## config.mk

```make
export PLATFORM = sky130hd
export DESIGN_NAME = approx_or_subtractor_serial
export DESIGN_NICKNAME = d
export VERILOG_FILES = /design/src/rtl/approx_or_subtractor_serial.sv
export SDC_FILE = /design/constraint.sdc
export NUM_CORES = 1
export LEC_CHECK = 0
export CAP_MARGIN = 25
export CORE_UTILIZATION = 54
export CTS_BUF_LIST = sky130_fd_sc_hd__clkbuf_2
export CTS_CLUSTER_DIAMETER = 100
export CTS_CLUSTER_SIZE = 28
export DETAILED_ROUTE_END_ITERATION = 10
export GPL_ROUTABILITY_DRIVEN = 1
export PLACE_DENSITY = 0.86
export SYNTH_ARGS = -nofsm -noshare
export SYNTH_HDL_FRONTEND = slang
export SYNTH_SLANG_ARGS = --single-unit
export TNS_END_PERCENT = 10
```

## constraint.sdc

```tcl
create_clock -name clk -period 3.1 [get_ports clk]
set_input_delay 0.465 -clock clk [delete_from_list [all_inputs] [get_ports clk]]
set_output_delay 0.465 -clock clk [all_outputs]
set_load 0.02 [all_outputs]
```

## src/rtl/approx_or_subtractor_serial.sv

```systemverilog
// Bit-serial approximate subtractor D = A - B, one bit per clock, LSB first.
// Index WIDTH-1 is the least significant bit; the LSB stage may be approximated by A|B.
module approx_or_subtractor_serial #(
    parameter int WIDTH     = 8,
    parameter bit APPROX_EN = 1'b1
) (
    input  logic             clk,
    input  logic             rst,
    input  logic             in_valid,
    output logic             in_ready,
    input  logic [WIDTH-1:0] A,
    input  logic [WIDTH-1:0] B,
    output logic             out_valid,
    input  logic             out_ready,
    output logic [WIDTH-1:0] D,
    output logic             Bout,
    output logic             approx_hit
);

    localparam int CW = $clog2(WIDTH + 1);
    localparam int IW = (WIDTH > 1) ? $clog2(WIDTH) : 1;

    localparam logic [1:0] S_IDLE  = 2'd0;
    localparam logic [1:0] S_SHIFT = 2'd1;
    localparam logic [1:0] S_DONE  = 2'd2;

    logic [1:0]       state_q, state_d;
    logic [WIDTH-1:0] a_q, a_d;
    logic [WIDTH-1:0] b_q, b_d;
    logic [WIDTH-1:0] d_q, d_d;
    logic             brw_q, brw_d;
    logic             bout_q, bout_d;
    logic             hit_q, hit_d;
    logic [CW-1:0]    cnt_q, cnt_d;

    logic [IW-1:0]    idx_s;
    logic             abit_s, bbit_s, dbit_s, bo_s;

    // Current bit position and its subtractor stage.
    always_comb begin
        idx_s  = IW'(WIDTH - 1) - IW'(cnt_q);
        abit_s = a_q[idx_s];
        bbit_s = b_q[idx_s];
        if (cnt_q == {CW{1'b0}}) begin
            // LSB stage: borrow-in is dropped; approximate mode ORs the operands.
            if (APPROX_EN) begin
                dbit_s = abit_s | bbit_s;
            end else begin
                dbit_s = abit_s ^ bbit_s;
            end
            bo_s = ~abit_s & bbit_s;
        end else begin
            dbit_s = abit_s ^ bbit_s ^ brw_q;
            bo_s   = (~abit_s & bbit_s) | (~(abit_s ^ bbit_s) & brw_q);
        end
    end

    // Next-state and datapath updates for the IDLE/SHIFT/DONE sequencer.
    always_comb begin
        state_d = state_q;
        a_d     = a_q;
        b_d     = b_q;
        d_d     = d_q;
        brw_d   = brw_q;
        bout_d  = bout_q;
        hit_d   = hit_q;
        cnt_d   = cnt_q;
        case (state_q)
            S_IDLE: begin
                if (in_valid) begin
                    a_d     = A;
                    b_d     = B;
                    d_d     = {WIDTH{1'b0}};
                    brw_d   = 1'b0;
                    hit_d   = APPROX_EN & A[WIDTH-1] & B[WIDTH-1];
                    cnt_d   = {CW{1'b0}};
                    state_d = S_SHIFT;
                end else begin
                    state_d = S_IDLE;
                end
            end
            S_SHIFT: begin
                // One extra cycle after the last bit latches the final borrow.
                if (cnt_q == CW'(WIDTH)) begin
                    bout_d  = brw_q;
                    state_d = S_DONE;
                end else begin
                    d_d[idx_s] = dbit_s;
                    brw_d      = bo_s;
                    cnt_d      = cnt_q + CW'(1);
                end
            end
            S_DONE: begin
                if (out_ready) begin
                    state_d = S_IDLE;
                end else begin
                    state_d = S_DONE;
                end
            end
            default: begin
                state_d = S_IDLE;
            end
        endcase
    end

    // State and datapath registers with asynchronous clear.
    always_ff @(posedge clk or posedge rst) begin
        if (rst) begin
            state_q <= S_IDLE;
            a_q     <= {WIDTH{1'b0}};
            b_q     <= {WIDTH{1'b0}};
            d_q     <= {WIDTH{1'b0}};
            brw_q   <= 1'b0;
            bout_q  <= 1'b0;
            hit_q   <= 1'b0;
            cnt_q   <= {CW{1'b0}};
        end else begin
            state_q <= state_d;
            a_q     <= a_d;
            b_q     <= b_d;
            d_q     <= d_d;
            brw_q   <= brw_d;
            bout_q  <= bout_d;
            hit_q   <= hit_d;
            cnt_q   <= cnt_d;
        end
    end

    assign in_ready   = (state_q == S_IDLE) & ~rst;
    assign out_valid  = (state_q == S_DONE);
    assign D          = d_q;
    assign Bout       = bout_q;
    assign approx_hit = hit_q;

endmodule

```

==> results of run 1 <==
[metrics by stage]
step / util [%] / cell area, µm² / total power, mW / hold slack (ns) / cells
after floorplan: - / 1770 / 1.68 / 0.472 / 161
after global placement: 68.7 / 2110 / 1.94 / 0.490 / 230
after detailed placement: 68.7 / 2110 / 2.02 / 0.494 / 230
after CTS: 70.0 / 2160 / 2.22 / 0.500 / 238
after global routing: 70.0 / 2160 / 2.40 / 0.522 / 238
final: 70.0 / 2160 / 2.22 / 0.515 / 238
[path summary, 6_finish.rpt]
| check | slack (ns) | from | end | cells after the start |
|---|---|---|---|---|
| max | 0.29 | cnt_q[0]$_DFFE_PP0P_ | D[7]$_DFFE_PP0P_ | 6 |
| min | 0.52 | rst | a_q[6]$_DFFE_PP0P_ | 2 |
| max reg2reg | 0.29 | cnt_q[0]$_DFFE_PP0P_ | D[7]$_DFFE_PP0P_ | 6 |
| min reg2reg | 0.52 | Bout$_DFFE_PP0P_ | Bout$_DFFE_PP0P_ | 1 |
| max in group asynchronous | 1.89 | rst | b_q[7]$_DFFE_PP0P_ | 3 |
| min in group clk | 0.52 | Bout$_DFFE_PP0P_ | Bout$_DFFE_PP0P_ | 1 |
[routing by layer]
metal,up-vias,share of wire [%],GRT usage [%]
met3,7,4.4,5.24
li1,648,-,-
met4,0,2.2,12.6
met5,-,0,0
met1,651,44,27.9
met2,40,50,35.8
[power by group]
| group | internal [mW] | leakage [nW] | switching (mW) |
|---|---|---|---|
| Sequential | 0.623 | 0.407 | 0.188 |
| Clock | 0.0534 | 0.0304 | 0.148 |
| Combinational | 0.612 | 0.492 | 0.592 |
| Total | 1.29 | 0.930 | 0.928 |
[logic make-up (layout without fill, tap and decap cells)]
group	Yosys count	in the layout	share of synthesized area, %
flops	33	33	46.7
simple gates	42	42	15.1
buf+inv	25	58	6.36
fa+ha+maj	5	5	3.96
mux	23	23	14.4
compound gates	33	33	13.6
[cell usage after synthesis]
master | instances | area share, %
o21ai_0 | 5 | 1.4
a21o_1 | 2 | 0.85
nor3_1 | 2 | 0.57
dfrtp_1 | 33 | 47
or3b_2 | 1 | 0.50
fa_1 | 1 | 1.1
and2b_1 | 1 | 0.42
or3b_1 | 3 | 1.5
o22ai_1 | 4 | 1.4
buf_2 | 9 | 2.5
a311o_1 | 1 | 0.57
or3_1 | 2 | 0.71
a211o_1 | 2 | 0.99
a211oi_1 | 9 | 3.8
a221oi_1 | 1 | 0.50
nor2b_1 | 1 | 0.35
mux2i_1 | 4 | 2.3
o31ai_1 | 1 | 0.42
or2_4 | 1 | 0.50
nor2_1 | 4 | 0.85
nand2_1 | 2 | 0.42
o32ai_1 | 4 | 2.0
nand2b_1 | 3 | 1.1
nor3b_1 | 3 | 1.3
mux2_2 | 19 | 12
nand3_1 | 7 | 2.0
nand3b_1 | 7 | 3.0
or2_2 | 1 | 0.35
ha_1 | 4 | 2.8
a21oi_1 | 2 | 0.57
inv_1 | 15 | 3.2
o21bai_2 | 1 | 0.64
and4b_1 | 1 | 0.57
and3_1 | 3 | 1.1
o211ai_1 | 1 | 0.42
buf_6 | 1 | 0.64
[flip-flops by register name, indices dropped and copies added (netlist names)]
| name | count |
|---|---|
| cnt_q | 4 |
| brw_q | 1 |
| Bout | 1 |
| D | 8 |
| b_q | 8 |
| a_q | 8 |
| state_q | 2 |
| approx_hit | 1 |
[area by class of cell]
cell class | count | share of cell area [%]
multi-input combinational | 103 | 38.8
sequential | 33 | 38.3
timing repair buffer | 35 | 15.8
inverter | 15 | 2.61
tap | 44 | 2.55
clock buffer | 5 | 1.16
clock inverter | 3 | 0.813
==> metrics.cfg, run 1 <==
[outcome]
run_status = finished, final reports clean

[place]
portBuffers = 31
dpl_worst_slack_ns = 0.350
place.detailed.hpwl_mm = 2.52
place.gp.congestion = 0.819

[die]
core.rowCount = 20
initial_utilization_pct = 57.5
io-pin-count = 32
core_area_um2 = 3080
fp.dieArea_um2 = 3510
die_h_um = 59.2
die-width_um = 59.2

[flow_run]
cap_violations = 0

[global_route]
antenna_violations_before_repair = 0
groute.usage.overall_pct = 22.4
grt_remaining_overflow = 0
grt_first_pass_wirelength_mm = 5.67
maximum_number_of_pins_on_one_net_before_global_route_repair = 22
number_of_global_route_vias_before_repair = 1249

[cts]
postCtsSetupBuffers = 0
cts_tree = done
cts-hold-fix-buffers = 0
cts-root-to-sink-buffers = 2
cts-root-buf = clkbuf_2
number_of_cts_inserted_buffers = 5
post_cts_resized = 0
worstSkewPairLatency_ns = 0.36
clock_pin_slew_of_the_registers_on_the_worst_case_setup_and_hold_paths_ns = 0.18
htree_num_levels = 2
clock-sinks = 33

[finish]
fill_cells = 242
drive_above_1_share_pct = 18.0
diodes = 0
nets = 218
area_growth_pct = 21.9
layout.area.seq_um2 = 826
multiInputGateArea_um2 = 836
mostFrequentLayoutCell = dfrtp_1
mostFrequentLayoutCells = 33 x dfrtp_1, 31 x clkdlybuf4s50_1, 19 x mux2_2

[critical_path]
timing.critical_path.from_type = flop
worstPathCellList = inv_1 -> a311o_1 -> a211o_1 -> fa_1 -> mux2_2 -> o32ai_1
critical-path-max-stage-delay_ns = 0.72
critical_path_required_ns = 3.37
cpMaxStageDelayCell = dfrtp_1
timing.setup.critical_path_class = reg2reg
timing.critical_path.arrival_ns = 3.08
cpLargestDelayFamily = compound AO/OA/AOI/OAI gates
crit_buf_inv = 1
crit_fanout = 21
timing.critical_path.to_type = flop

[sta]
final-hold-violation-count = 0
final-setup-viol-count = 0
finalCritPeriodShare_pct = 90.7
finalClockSkew_ns = 0.0242
finalWorstSetupSlack_ns = 0.289
worst_slew_margin_rel_pct = 53.2
timing_worst_slew_pin_value_ns = 0.701
setup_tns_ns = 0
timing.fmax_mhz = 356
report.final.slew_viol_count = 0
setup_repair_after_global_routing_missed_its_margin = no
min_period_ns = 2.81

[yosys]
area_of_the_mapped_netlist_um2 = 1770
syn-instance-count = 161
yosysWarnings = 0
post_synth_net_total = 186
yosysSeqAreaShare_pct = 46.7
yosys.cell_types.count = 36
synthesis.area_per_instance_um2 = 11.0
synth_seq_cells = 33

[route]
detail_route.wl_per_cell_um = 14.3
drt_drc_violations_left = 0
drt-pass1-iter-count = 4
detail_route.wirelength_mm = 3.40
initialDrtViolationCount = 31
vias_per_cell = 5.66
remaining_antenna_violation_count = 0
num_vias = 1346

[power]
vdd_drop_max_uv = 481
p_leak_nw = 0.930
pwr_density_cell_nw_per_um2 = 1030

[hold_path]
worst_hold_path_type = in2async

No activity file was read; power rests on OpenSTA's default activity.
==> run 2, diff against run 1 <==
--- a/config.mk
+++ b/config.mk
@@ -6,6 +6,7 @@
 export NUM_CORES = 1
 export LEC_CHECK = 0
 export CAP_MARGIN = 25
+export CORE_MARGIN = 2
 export CORE_UTILIZATION = 54
 export CTS_BUF_LIST = sky130_fd_sc_hd__clkbuf_2
 export CTS_CLUSTER_DIAMETER = 100
==> run 2 against run 1 <==
Effect of this change: total power rose by 4.2%; flip-flop and latch count unchanged; fmax rose by 0.37%; global-route usage rose by 0.092 points; final area rose by 0.99%; wire length is 6.6% higher.
==> metrics.cfg, run 2 (synthesis results as in run 1) <==
[critical_path]
crit_buf_inv = 1
cpLargestDelayFamily = compound AO/OA/AOI/OAI gates
r2r_cells = 6
timing.critical_path.arrival_ns = 3.09
critical_path_required_ns = 3.38
cpMaxStageDelayCell = dfrtp_1
timing.setup.critical_path_class = reg2reg
timing.critical_path.to_type = flop
critical-path-max-stage-delay_ns = 0.70
cp_num_cells = 6
worstPathCellList = inv_1 -> a311o_1 -> a211o_1 -> fa_1 -> mux2_2 -> o32ai_1
crit_fanout = 21
timing.critical_path.from_type = flop

[sta]
timing.fmax_mhz = 357
report.final.slew_viol_count = 0
min_period_ns = 2.80
final-setup-viol-count = 0
setup_tns_ns = 0
finalClockSkew_ns = 0.0189
finalCritPeriodShare_pct = 90.3
worst_slew_margin_rel_pct = 57.2
setup_repair_after_global_routing_missed_its_margin = no
final-hold-violation-count = 0
timing_worst_slew_pin_value_ns = 0.642

[cts]
post_cts_resized = 0
clock-sinks = 33
clock_pin_slew_of_the_registers_on_the_worst_case_setup_and_hold_paths_ns = 0.17
cts-root-buf = clkbuf_2
cts-root-to-sink-buffers = 2
postCtsSetupBuffers = 0
number_of_cts_inserted_buffers = 5
cts-hold-fix-buffers = 0
htree_num_levels = 2
cts_tree = done
worstSkewPairLatency_ns = 0.39

[route]
initialDrtViolationCount = 54
drt-pass1-iter-count = 4
num_vias = 1371
detail_route.wl_per_cell_um = 15.2
vias_per_cell = 5.76
detail_route.wirelength_mm = 3.62
remaining_antenna_violation_count = 0
drt_drc_violations_left = 0

[power]
combinationalPowerShare_pct = 52.4
pwr_density_cell_nw_per_um2 = 1060
vdd_drop_max_uv = 515
p_leak_nw = 0.940
switchingPower_uw = 939
power_frac_seq_pct = 35.3
power_frac_clock_pct = 12.3
p_int_mw = 1.37
netSwitchingFraction_pct = 40.7

[die]
core_area_um2 = 3080
initial_utilization_pct = 57.5
die_h_um = 61.2
fp.dieArea_um2 = 3750
core.rowCount = 20
io-pin-count = 32
die-width_um = 61.2

[place]
portBuffers = 31
place.gp.congestion = 0.816
place.detailed.hpwl_mm = 2.70

[hold_path]
worst_hold_path_type = in2async

[finish]
drive_above_1_share_pct = 18.0
fill_cells = 249
area_growth_pct = 23.1
diodes = 0
mostFrequentLayoutCell = dfrtp_1
mostFrequentLayoutCells = 33 x dfrtp_1, 31 x clkdlybuf4s50_1, 19 x mux2_2
nets = 218
fin_util_pct = 70.7

[global_route]
grt_remaining_overflow = 0
number_of_global_route_vias_before_repair = 1336
groute.usage.overall_pct = 22.5
antenna_violations_before_repair = 0
maximum_number_of_pins_on_one_net_before_global_route_repair = 22
grt_first_pass_wirelength_mm = 6.06

[flow_run]
cap_violations = 0

[outcome]
run_status = finished, final reports clean

run 2: per-layer routing:
layer / part of all wire (%) / wire, µm / track usage, %
met1: 40 / 1450 / 25.4
met2: 52 / 1870 / 38.4
met3: 6.5 / 237 / 7.14
met4: 1.7 / 63 / 10.9
met5: 0 / 0 / 0
run 2: power by group through the flow:
stage | sequential [mW] | clock [mW] | combinational (mW)
floorplan | 0.774 | 0 | 0.903
global placement | 0.807 | 0 | 1.14
detailed placement | 0.827 | 0 | 1.19
CTS | 0.816 | 0.289 | 1.21
global route | 0.843 | 0.302 | 1.33
finish | 0.816 | 0.284 | 1.21
run 2: metrics by stage:
stage	setup slack (ns)	std cells	power (mW)	cell area (µm²)	hold WS, ns
final	0.300	238	2.31	2180	0.479
after floorplan	0.555	161	1.68	1770	0.472
after CTS	0.315	238	2.31	2180	0.481
after global placement	0.535	230	1.94	2110	0.489
after detailed placement	0.380	230	2.02	2110	0.495
after global routing	0.0944	238	2.48	2180	0.516
run 2: final timing paths:
check	startpoint	to	slack, ns
worst max-delay path	cnt_q[0]$_DFFE_PP0P_	D[4]$_DFFE_PP0P_	0.30
worst max register to register	cnt_q[0]$_DFFE_PP0P_	D[4]$_DFFE_PP0P_	0.30
worst min-delay path	rst	D[5]$_DFFE_PP0P_	0.48
worst min register to register	Bout$_DFFE_PP0P_	Bout$_DFFE_PP0P_	0.52
min in group clk	Bout$_DFFE_PP0P_	Bout$_DFFE_PP0P_	0.52
max in group asynchronous	rst	b_q[7]$_DFFE_PP0P_	1.94
run 2: cell type report:
class / count / area [µm²] / area share, %
repair buffers: 35 / 340 / 15.6
clock buffers: 6 / 30.0 / 1.38
multi-input cells: 103 / 836 / 38.4
clock inverters: 2 / 33.8 / 1.55
flip-flops and latches: 33 / 826 / 37.9
well taps: 44 / 55.1 / 2.53
inverters: 15 / 56.3 / 2.59
